**src/rtl/arcade_input_mapper.sv**
```systemverilog
`default_nettype none
// ============================================================================
//  Module   : arcade_input_mapper
//  Purpose  : PS/2 key latching, joystick merge, rotation, autofire and coin
//             pulse shaping for 1-4 player arcade cores.
//  Revision : 1.0 - initial release
// ============================================================================
module arcade_input_mapper #(
    parameter int          PLAYERS      = 2,
    parameter logic [15:0] COIN_PULSE   = 16'd60000,
    parameter logic [19:0] AUTOFIRE_DIV = 20'd400000
) (
    input  logic                    clk_sys,
    input  logic                    reset,
    input  logic [10:0]             ps2_key,
    input  logic [16*PLAYERS-1:0]   joy_in,
    input  logic                    rotate,
    input  logic [PLAYERS-1:0]      autofire_en,
    input  logic                    coin_on_start,
    output logic [PLAYERS-1:0]      up,
    output logic [PLAYERS-1:0]      down,
    output logic [PLAYERS-1:0]      left,
    output logic [PLAYERS-1:0]      right,
    output logic [PLAYERS-1:0]      fire,
    output logic [1:0]              start,
    output logic [1:0]              coin,
    output logic                    test
);

    localparam bit c_has_p1 = (PLAYERS >= 2);

    typedef enum logic [1:0] {
        AF_IDLE = 2'd0,
        AF_ON   = 2'd1,
        AF_OFF  = 2'd2
    } af_state_t;

    typedef enum logic [1:0] {
        CN_IDLE  = 2'd0,
        CN_PULSE = 2'd1,
        CN_HOLD  = 2'd2
    } coin_state_t;

    // ------------------------------------------------------------------
    // Keyboard event detection and key latches
    // ------------------------------------------------------------------
    logic       r_old_tgl;
    logic [1:0] r_kb_up;
    logic [1:0] r_kb_down;
    logic [1:0] r_kb_left;
    logic [1:0] r_kb_right;
    logic       r_kb_space;
    logic       r_kb_ctrl;
    logic       r_kb_fire1;
    logic       r_kb_start1a;
    logic       r_kb_start1b;
    logic       r_kb_start2a;
    logic       r_kb_start2b;
    logic       r_kb_coin1;
    logic       r_kb_coin2;
    logic       r_kb_test;

    logic       w_evt;
    logic       w_prs;
    logic       w_ext;
    logic [7:0] w_code;

    assign w_evt  = ps2_key[10] ^ r_old_tgl;
    assign w_prs  = ps2_key[9];
    assign w_ext  = ps2_key[8];
    assign w_code = ps2_key[7:0];

    always_ff @(posedge clk_sys) begin
        // Tracking the toggle even in reset keeps reset release event-free.
        r_old_tgl <= ps2_key[10];
        if (reset) begin
            r_kb_up      <= 2'b00;
            r_kb_down    <= 2'b00;
            r_kb_left    <= 2'b00;
            r_kb_right   <= 2'b00;
            r_kb_space   <= 1'b0;
            r_kb_ctrl    <= 1'b0;
            r_kb_fire1   <= 1'b0;
            r_kb_start1a <= 1'b0;
            r_kb_start1b <= 1'b0;
            r_kb_start2a <= 1'b0;
            r_kb_start2b <= 1'b0;
            r_kb_coin1   <= 1'b0;
            r_kb_coin2   <= 1'b0;
            r_kb_test    <= 1'b0;
        end else if (w_evt) begin
            case (w_code)
                8'h75: r_kb_up[0]    <= w_prs;
                8'h72: r_kb_down[0]  <= w_prs;
                8'h6B: r_kb_left[0]  <= w_prs;
                8'h74: r_kb_right[0] <= w_prs;
                8'h14: r_kb_ctrl     <= w_prs;
                8'h29: if (!w_ext) r_kb_space <= w_prs;
                8'h2D: if (!w_ext && c_has_p1) r_kb_up[1]    <= w_prs;
                8'h2B: if (!w_ext && c_has_p1) r_kb_down[1]  <= w_prs;
                8'h23: if (!w_ext && c_has_p1) r_kb_left[1]  <= w_prs;
                8'h34: if (!w_ext && c_has_p1) r_kb_right[1] <= w_prs;
                8'h1C: if (!w_ext && c_has_p1) r_kb_fire1    <= w_prs;
                8'h16: if (!w_ext) r_kb_start1a <= w_prs;
                8'h05: if (!w_ext) r_kb_start1b <= w_prs;
                8'h1E: if (!w_ext) r_kb_start2a <= w_prs;
                8'h06: if (!w_ext) r_kb_start2b <= w_prs;
                8'h2E: if (!w_ext) r_kb_coin1   <= w_prs;
                8'h36: if (!w_ext) r_kb_coin2   <= w_prs;
                8'h2C: if (!w_ext) r_kb_test    <= w_prs;
                default: ;
            endcase
        end
    end

    // ------------------------------------------------------------------
    // Per-player merge of keyboard and joystick
    // ------------------------------------------------------------------
    logic [PLAYERS-1:0] w_kb_up, w_kb_down, w_kb_left, w_kb_right, w_kb_fire;
    logic [PLAYERS-1:0] w_raw_up, w_raw_down, w_raw_left, w_raw_right, w_raw_fire;
    logic [PLAYERS-1:0] w_js_s1, w_js_s2, w_js_coin;
    logic [PLAYERS-1:0] w_joy_unused;

    genvar p;
    generate
        for (p = 0; p < PLAYERS; p++) begin : g_player
            logic [15:0] w_joy;
            assign w_joy = joy_in[16*p +: 16];

            if (p == 0) begin : g_kb0
                assign w_kb_up[p]    = r_kb_up[0];
                assign w_kb_down[p]  = r_kb_down[0];
                assign w_kb_left[p]  = r_kb_left[0];
                assign w_kb_right[p] = r_kb_right[0];
                assign w_kb_fire[p]  = r_kb_space | r_kb_ctrl;
            end else if (p == 1) begin : g_kb1
                assign w_kb_up[p]    = r_kb_up[1];
                assign w_kb_down[p]  = r_kb_down[1];
                assign w_kb_left[p]  = r_kb_left[1];
                assign w_kb_right[p] = r_kb_right[1];
                assign w_kb_fire[p]  = r_kb_fire1;
            end else begin : g_kbn
                assign w_kb_up[p]    = 1'b0;
                assign w_kb_down[p]  = 1'b0;
                assign w_kb_left[p]  = 1'b0;
                assign w_kb_right[p] = 1'b0;
                assign w_kb_fire[p]  = 1'b0;
            end

            assign w_raw_right[p]  = w_kb_right[p] | w_joy[0];
            assign w_raw_left[p]   = w_kb_left[p]  | w_joy[1];
            assign w_raw_down[p]   = w_kb_down[p]  | w_joy[2];
            assign w_raw_up[p]     = w_kb_up[p]    | w_joy[3];
            assign w_raw_fire[p]   = w_kb_fire[p]  | w_joy[4];
            assign w_js_s1[p]      = w_joy[5];
            assign w_js_s2[p]      = w_joy[6];
            assign w_js_coin[p]    = w_joy[7];
            assign w_joy_unused[p] = ^w_joy[15:8];
        end
    endgenerate

    logic [PLAYERS-1:0] w_rot_up, w_rot_down, w_rot_left, w_rot_right;
    logic               w_raw_start1, w_raw_start2;
    logic [1:0]         w_raw_coin;

    // Horizontal cabinets: the stick is turned a quarter, so remap directions.
    assign w_rot_up    = rotate ? w_raw_left  : w_raw_up;
    assign w_rot_down  = rotate ? w_raw_right : w_raw_down;
    assign w_rot_left  = rotate ? w_raw_down  : w_raw_left;
    assign w_rot_right = rotate ? w_raw_up    : w_raw_right;

    assign w_raw_start1  = r_kb_start1a | r_kb_start1b | (|w_js_s1);
    assign w_raw_start2  = r_kb_start2a | r_kb_start2b | (|w_js_s2);
    assign w_raw_coin[0] = r_kb_coin1 | (|w_js_coin) |
                           (coin_on_start & (w_raw_start1 | w_raw_start2));
    assign w_raw_coin[1] = r_kb_coin2;

    always_ff @(posedge clk_sys) begin
        if (reset) begin
            up    <= '0;
            down  <= '0;
            left  <= '0;
            right <= '0;
            start <= 2'b00;
            test  <= 1'b0;
        end else begin
            up    <= w_rot_up;
            down  <= w_rot_down;
            left  <= w_rot_left;
            right <= w_rot_right;
            start <= {w_raw_start2, w_raw_start1};
            test  <= r_kb_test;
        end
    end

    // ------------------------------------------------------------------
    // Autofire, one FSM per player
    // ------------------------------------------------------------------
    genvar a;
    generate
        for (a = 0; a < PLAYERS; a++) begin : g_af
            af_state_t   r_state, w_state_nx;
            logic [19:0] r_cnt, w_cnt_nx;
            logic        r_prev, r_fire, w_fire_nx;

            always_ff @(posedge clk_sys) begin
                if (reset) begin
                    r_state <= AF_IDLE;
                    r_cnt   <= 20'd0;
                    r_prev  <= 1'b0;
                    r_fire  <= 1'b0;
                end else begin
                    r_state <= w_state_nx;
                    r_cnt   <= w_cnt_nx;
                    r_prev  <= w_raw_fire[a];
                    r_fire  <= w_fire_nx;
                end
            end

            always_comb begin
                w_state_nx = r_state;
                w_cnt_nx   = r_cnt;
                w_fire_nx  = 1'b0;
                case (r_state)
                    AF_IDLE: begin
                        if (w_raw_fire[a] && !r_prev && autofire_en[a]) begin
                            w_state_nx = AF_ON;
                            w_cnt_nx   = 20'd0;
                        end
                    end
                    AF_ON, AF_OFF: begin
                        if (!w_raw_fire[a] || !autofire_en[a]) begin
                            w_state_nx = AF_IDLE;
                            w_cnt_nx   = 20'd0;
                        end else if (r_cnt == AUTOFIRE_DIV - 20'd1) begin
                            w_state_nx = (r_state == AF_ON) ? AF_OFF : AF_ON;
                            w_cnt_nx   = 20'd0;
                        end else begin
                            w_cnt_nx = r_cnt + 20'd1;
                        end
                    end
                    default: begin
                        w_state_nx = AF_IDLE;
                        w_cnt_nx   = 20'd0;
                    end
                endcase
                // Fire is registered from the next state so it rises with the FSM.
                w_fire_nx = (w_state_nx == AF_ON) ||
                            ((w_state_nx == AF_IDLE) && w_raw_fire[a] && !autofire_en[a]);
            end

            assign fire[a] = r_fire;
        end
    endgenerate

    // ------------------------------------------------------------------
    // Coin pulse shaping, one FSM per slot
    // ------------------------------------------------------------------
    genvar s;
    generate
        for (s = 0; s < 2; s++) begin : g_coin
            coin_state_t r_state, w_state_nx;
            logic [15:0] r_cnt, w_cnt_nx;
            logic        r_prev, r_coin, w_coin_nx;

            always_ff @(posedge clk_sys) begin
                if (reset) begin
                    r_state <= CN_IDLE;
                    r_cnt   <= 16'd0;
                    r_prev  <= 1'b0;
                    r_coin  <= 1'b0;
                end else begin
                    r_state <= w_state_nx;
                    r_cnt   <= w_cnt_nx;
                    r_prev  <= w_raw_coin[s];
                    r_coin  <= w_coin_nx;
                end
            end

            always_comb begin
                w_state_nx = r_state;
                w_cnt_nx   = r_cnt;
                w_coin_nx  = 1'b0;
                case (r_state)
                    CN_IDLE: begin
                        if (w_raw_coin[s] && !r_prev) begin
                            w_state_nx = CN_PULSE;
                            w_cnt_nx   = 16'd0;
                        end
                    end
                    CN_PULSE: begin
                        if (r_cnt == COIN_PULSE - 16'd1) begin
                            w_state_nx = w_raw_coin[s] ? CN_HOLD : CN_IDLE;
                            w_cnt_nx   = 16'd0;
                        end else begin
                            w_cnt_nx = r_cnt + 16'd1;
                        end
                    end
                    CN_HOLD: begin
                        if (!w_raw_coin[s]) w_state_nx = CN_IDLE;
                    end
                    default: begin
                        w_state_nx = CN_IDLE;
                        w_cnt_nx   = 16'd0;
                    end
                endcase
                w_coin_nx = (w_state_nx == CN_PULSE);
            end

            assign coin[s] = r_coin;
        end
    endgenerate

endmodule
`default_nettype wire

```
**config.mk**
```make
export PLATFORM = sky130hd
export DESIGN_NAME = arcade_input_mapper
export DESIGN_NICKNAME = d
export VERILOG_FILES = /design/src/rtl/arcade_input_mapper.sv
export SDC_FILE = /design/constraint.sdc
export NUM_CORES = 1
export LEC_CHECK = 0
export ABC_AREA = 1
export BUFFER_PORTS_ARGS = -buffer_cell sky130_fd_sc_hd__buf_2
export CAP_MARGIN = 20
export CORE_MARGIN = 1
export CORE_UTILIZATION = 53
export DETAILED_ROUTE_END_ITERATION = 16
export PLACE_DENSITY = 0.88
export RECOVER_POWER = 50
export SLEW_MARGIN = 10
export SYNTH_ARGS = -nofsm -noshare
export SYNTH_HDL_FRONTEND = slang
export SYNTH_SLANG_ARGS = --single-unit
```
**constraint.sdc**
```tcl
create_clock -name clk_sys -period 1.65 [get_ports clk_sys]
set_clock_uncertainty 0.15 [all_clocks]
set_input_delay 0.495 -clock clk_sys [delete_from_list [all_inputs] [get_ports clk_sys]]
set_output_delay 0.495 -clock clk_sys [all_outputs]
set_load 0.005 [all_outputs]
```
==> impl_metrics.env <==
export IMPL_synth_top_cell_area_share_pct=38.2
export IMPL_postSynthAreaPerCell_um2=7.06
export IMPL_via_count=7433
export IMPL_fp_dieArea_um2=12100
export IMPL_synth_top_area_cell="dfxtp_1"
export IMPL_cts_tree="done"
export IMPL_cp_required_ns=1.78
export IMPL_grt_usage_pct=30.1
export IMPL_core_um2=11400
export IMPL_n_antenna_cell=0
export IMPL_setup_tns_final_ns=-4.89
export IMPL_ys_ff_latch=118
export IMPL_maxSlewViolCount=0
export IMPL_ant_nets=0
export IMPL_async_flop_share_pct=0
export IMPL_power_density_nw_per_um2=900
export IMPL_placementRows=39
export IMPL_p_leak_nw=3.71
export IMPL_endpoint="r_kb_up[1]"
export IMPL_max_cap_viol_count=0
export IMPL_violations="setup timing"
export IMPL_cts_root_buf="clkbuf_16"
export IMPL_grt_pass1_wl_um=28000
export IMPL_area_growth_pct=44.7
export IMPL_comb_power_share_pct=10.5
export IMPL_dp_hpwl_um=10500
export IMPL_routedWlPerCell_um=20.2
export IMPL_min_path_type="in2reg"
export IMPL_arrival_ns=2.04
export IMPL_critPathLaunchType="flop"
export IMPL_gp_congestion=0.890
export IMPL_clock_fmax_mhz=523
export IMPL_relSlewSlack_pct=68.4
export IMPL_fin_util_pct=78.7
export IMPL_grt_pass1_vias=6410
export IMPL_setup_viol=68
export IMPL_clk_latency_ns=0.43
export IMPL_syn_area_um2=6180
export IMPL_reg2reg_depth=6
export IMPL_drt_iter0_drc=758
export IMPL_drc=0
export IMPL_ys_seq_area_share_pct=38.2
export IMPL_clk_pin_slew_ns=0.06
export IMPL_synth_warnings=0
export IMPL_vdd_drop_max_uv=1030
export IMPL_final_cell_mix="nand2_1 (133), nor2_1 (106), buf_4 (101)"
export IMPL_io_pins=64
export IMPL_grt_util_met1_pct=31.1
export IMPL_rsz0062_at_grt="yes"
export IMPL_synth_cell_type_count=45
export IMPL_worst_slew_pin_slew_ns=0.472
export IMPL_pwr_share_clk_pct=53.1
export IMPL_crit_fanout=6
export IMPL_rrSetupSlack_ns=-0.26
export IMPL_switchingPower_mw=1.92
export IMPL_routed_wl_um=24100
export IMPL_viasPerCell=6.22
export IMPL_synth_edf_count=0
export IMPL_post_route_period_util_pct=116
export IMPL_dr_pass1_iters=6
export IMPL_drive_above_1_share_pct=39.8
export IMPL_layout_nets=1099
export IMPL_power_mw=8.05
export IMPL_start_util_pct=54.4
export IMPL_whs_path_depth=1
export IMPL_setup_ws_ns=-0.261
export IMPL_use_met2_pct=55.0
export IMPL_critPathLaunch="r_old_tgl"
export IMPL_die_x_um=110
export IMPL_layout_commonest_cell="nand2_1"
export IMPL_layout_min_cycle_time_ns=1.91
export IMPL_portBuffers=47
export IMPL_busiest_layer="met2"
export IMPL_criticalPathCategory="reg2reg"
export IMPL_status="finished with violations"
export IMPL_finalHoldWorstSlack_ns=0.124
export IMPL_synth_nets=935
export IMPL_overflow=0
export IMPL_rr_startpoint="r_old_tgl"
export IMPL_switching_share_pct=23.9
export IMPL_grt_util_met3_pct=7.64
export IMPL_synthFlopType="dfxtp_1"
export IMPL_cts_max_level=4
export IMPL_end_kind="flop"
export IMPL_syn_inst=876
export IMPL_cts_sinks=118
export IMPL_internal_power_mw=6.13
export IMPL_p_seq_share_pct=36.3
export IMPL_numCtsBuffers=17
export IMPL_r2r_end="r_kb_up[1]"
export IMPL_grt_max_degree=35
export IMPL_hold_viol_final=0
export IMPL_synth_area_top_cells="dfxtp_1 (38%), nand2_1 (9.7%), nor2_1 (7.7%), a21oi_1 (6.3%), inv_1 (6.2%)"
export IMPL_antenna_found_initial=0
export IMPL_clk_path_buf_depth=2
export IMPL_die_height_um=110
## critical path: stages (launching register included)
cell      delay (ns)
dfxtp_1         0.40
xor2_2          0.19
nand2_2         0.17
nor2_4          0.19
buf_4           0.14
a21oi_1         0.09
a311oi_1        0.42
## synth_stat cells (2+ instances only)
cell	instances
nand3_1	60
nor2_4	7
a311oi_1	8
o21ai_1	9
nor3_1	22
nand3b_1	2
nand4_1	13
nand2_1	159
inv_1	102
or2_2	12
nor4_1	4
a211oi_1	4
ha_1	10
o21ai_0	31
buf_6	5
nor2_2	7
buf_2	3
nand2_4	6
clkbuf_1	8
nor3_2	11
a21oi_1	78
buf_4	6
o31ai_1	2
o211ai_1	3
dfxtp_1	118
inv_2	9
a211oi_2	2
o21bai_1	6
nand2_2	15
nor2_1	127
xor2_1	11
o21a_1	2
xnor2_1	2
## sequential cells by signal (all words and copies together), names as in the netlist, 4 cells and up
register and count:
g_af.r_state 4, g_af.r_cnt 40, g_coin.r_cnt 32, g_coin.r_state 4
## how the worst min path moves through the flow
stage | start | to | slack (ns)
global route | ps2_key[10] | r_old_tgl | 0.14
detailed placement | r_kb_up[0] | r_kb_up[0] | 0.29
floorplan | r_kb_test | test | 0.26
CTS | ps2_key[10] | r_old_tgl | 0.07
global placement | r_kb_up[0] | r_kb_up[0] | 0.28
finish | ps2_key[10] | r_old_tgl | 0.12
## final cells by class
class                           count  area [µm²]
Clock inverter                     10         200
Sequential cell                   118        2440
Timing Repair Buffer              165        1220
Clock buffer                       21         460
Tap cell                          143         179
Multi-Input combinational cell    627        4010
Fill cell                         646        2420
Inverter                          111         439
## power by group through the flow
stage | clock [mW] | combinational [mW] | sequential (mW)
floorplan | 0 | 0.328 | 2.98
global placement | 0 | 0.570 | 2.98
detailed placement | 0 | 0.587 | 2.98
CTS | 4.21 | 0.634 | 2.93
global route | 4.38 | 0.891 | 2.93
finish | 4.28 | 0.846 | 2.93
## per-stage QoR
step                      std cells  worst slack (ns)  cell area, µm²
after floorplan                 876            0.0112            6190
after global routing           1195            -0.594            8950
after CTS                      1166           -0.0676            8030
final                          1195            -0.261            8950
after global placement         1124            -0.206            7110
after detailed placement       1124            -0.217            7110
## per-layer routing
| metal | vias to the layer above | wire length [µm] |
|---|---|---|
| li1 | 3198 | - |
| met5 | - | 0 |
| met4 | 0 | 1990 |
| met2 | 568 | 11900 |
| met3 | 211 | 2280 |
| met1 | 3456 | 7920 |
## cell families after synthesis
| group | Yosys count | share of synthesized area [%] |
|---|---|---|
| fa+ha+maj | 10 | 2.02 |
| xor+xnor | 13 | 1.84 |
| simple gates | 453 | 35.0 |
| buf+inv | 133 | 9.11 |
| flops | 118 | 38.2 |
| compound gates | 149 | 13.9 |
## timing repair
item,CTS,global route
setup buffers,11,26
pin swaps,24,65
cloned,0,3
resized for setup,48,195
endpoints found under the setup margin,69,91
hold buffers,0,0
(Power assumes the default switching activity.)
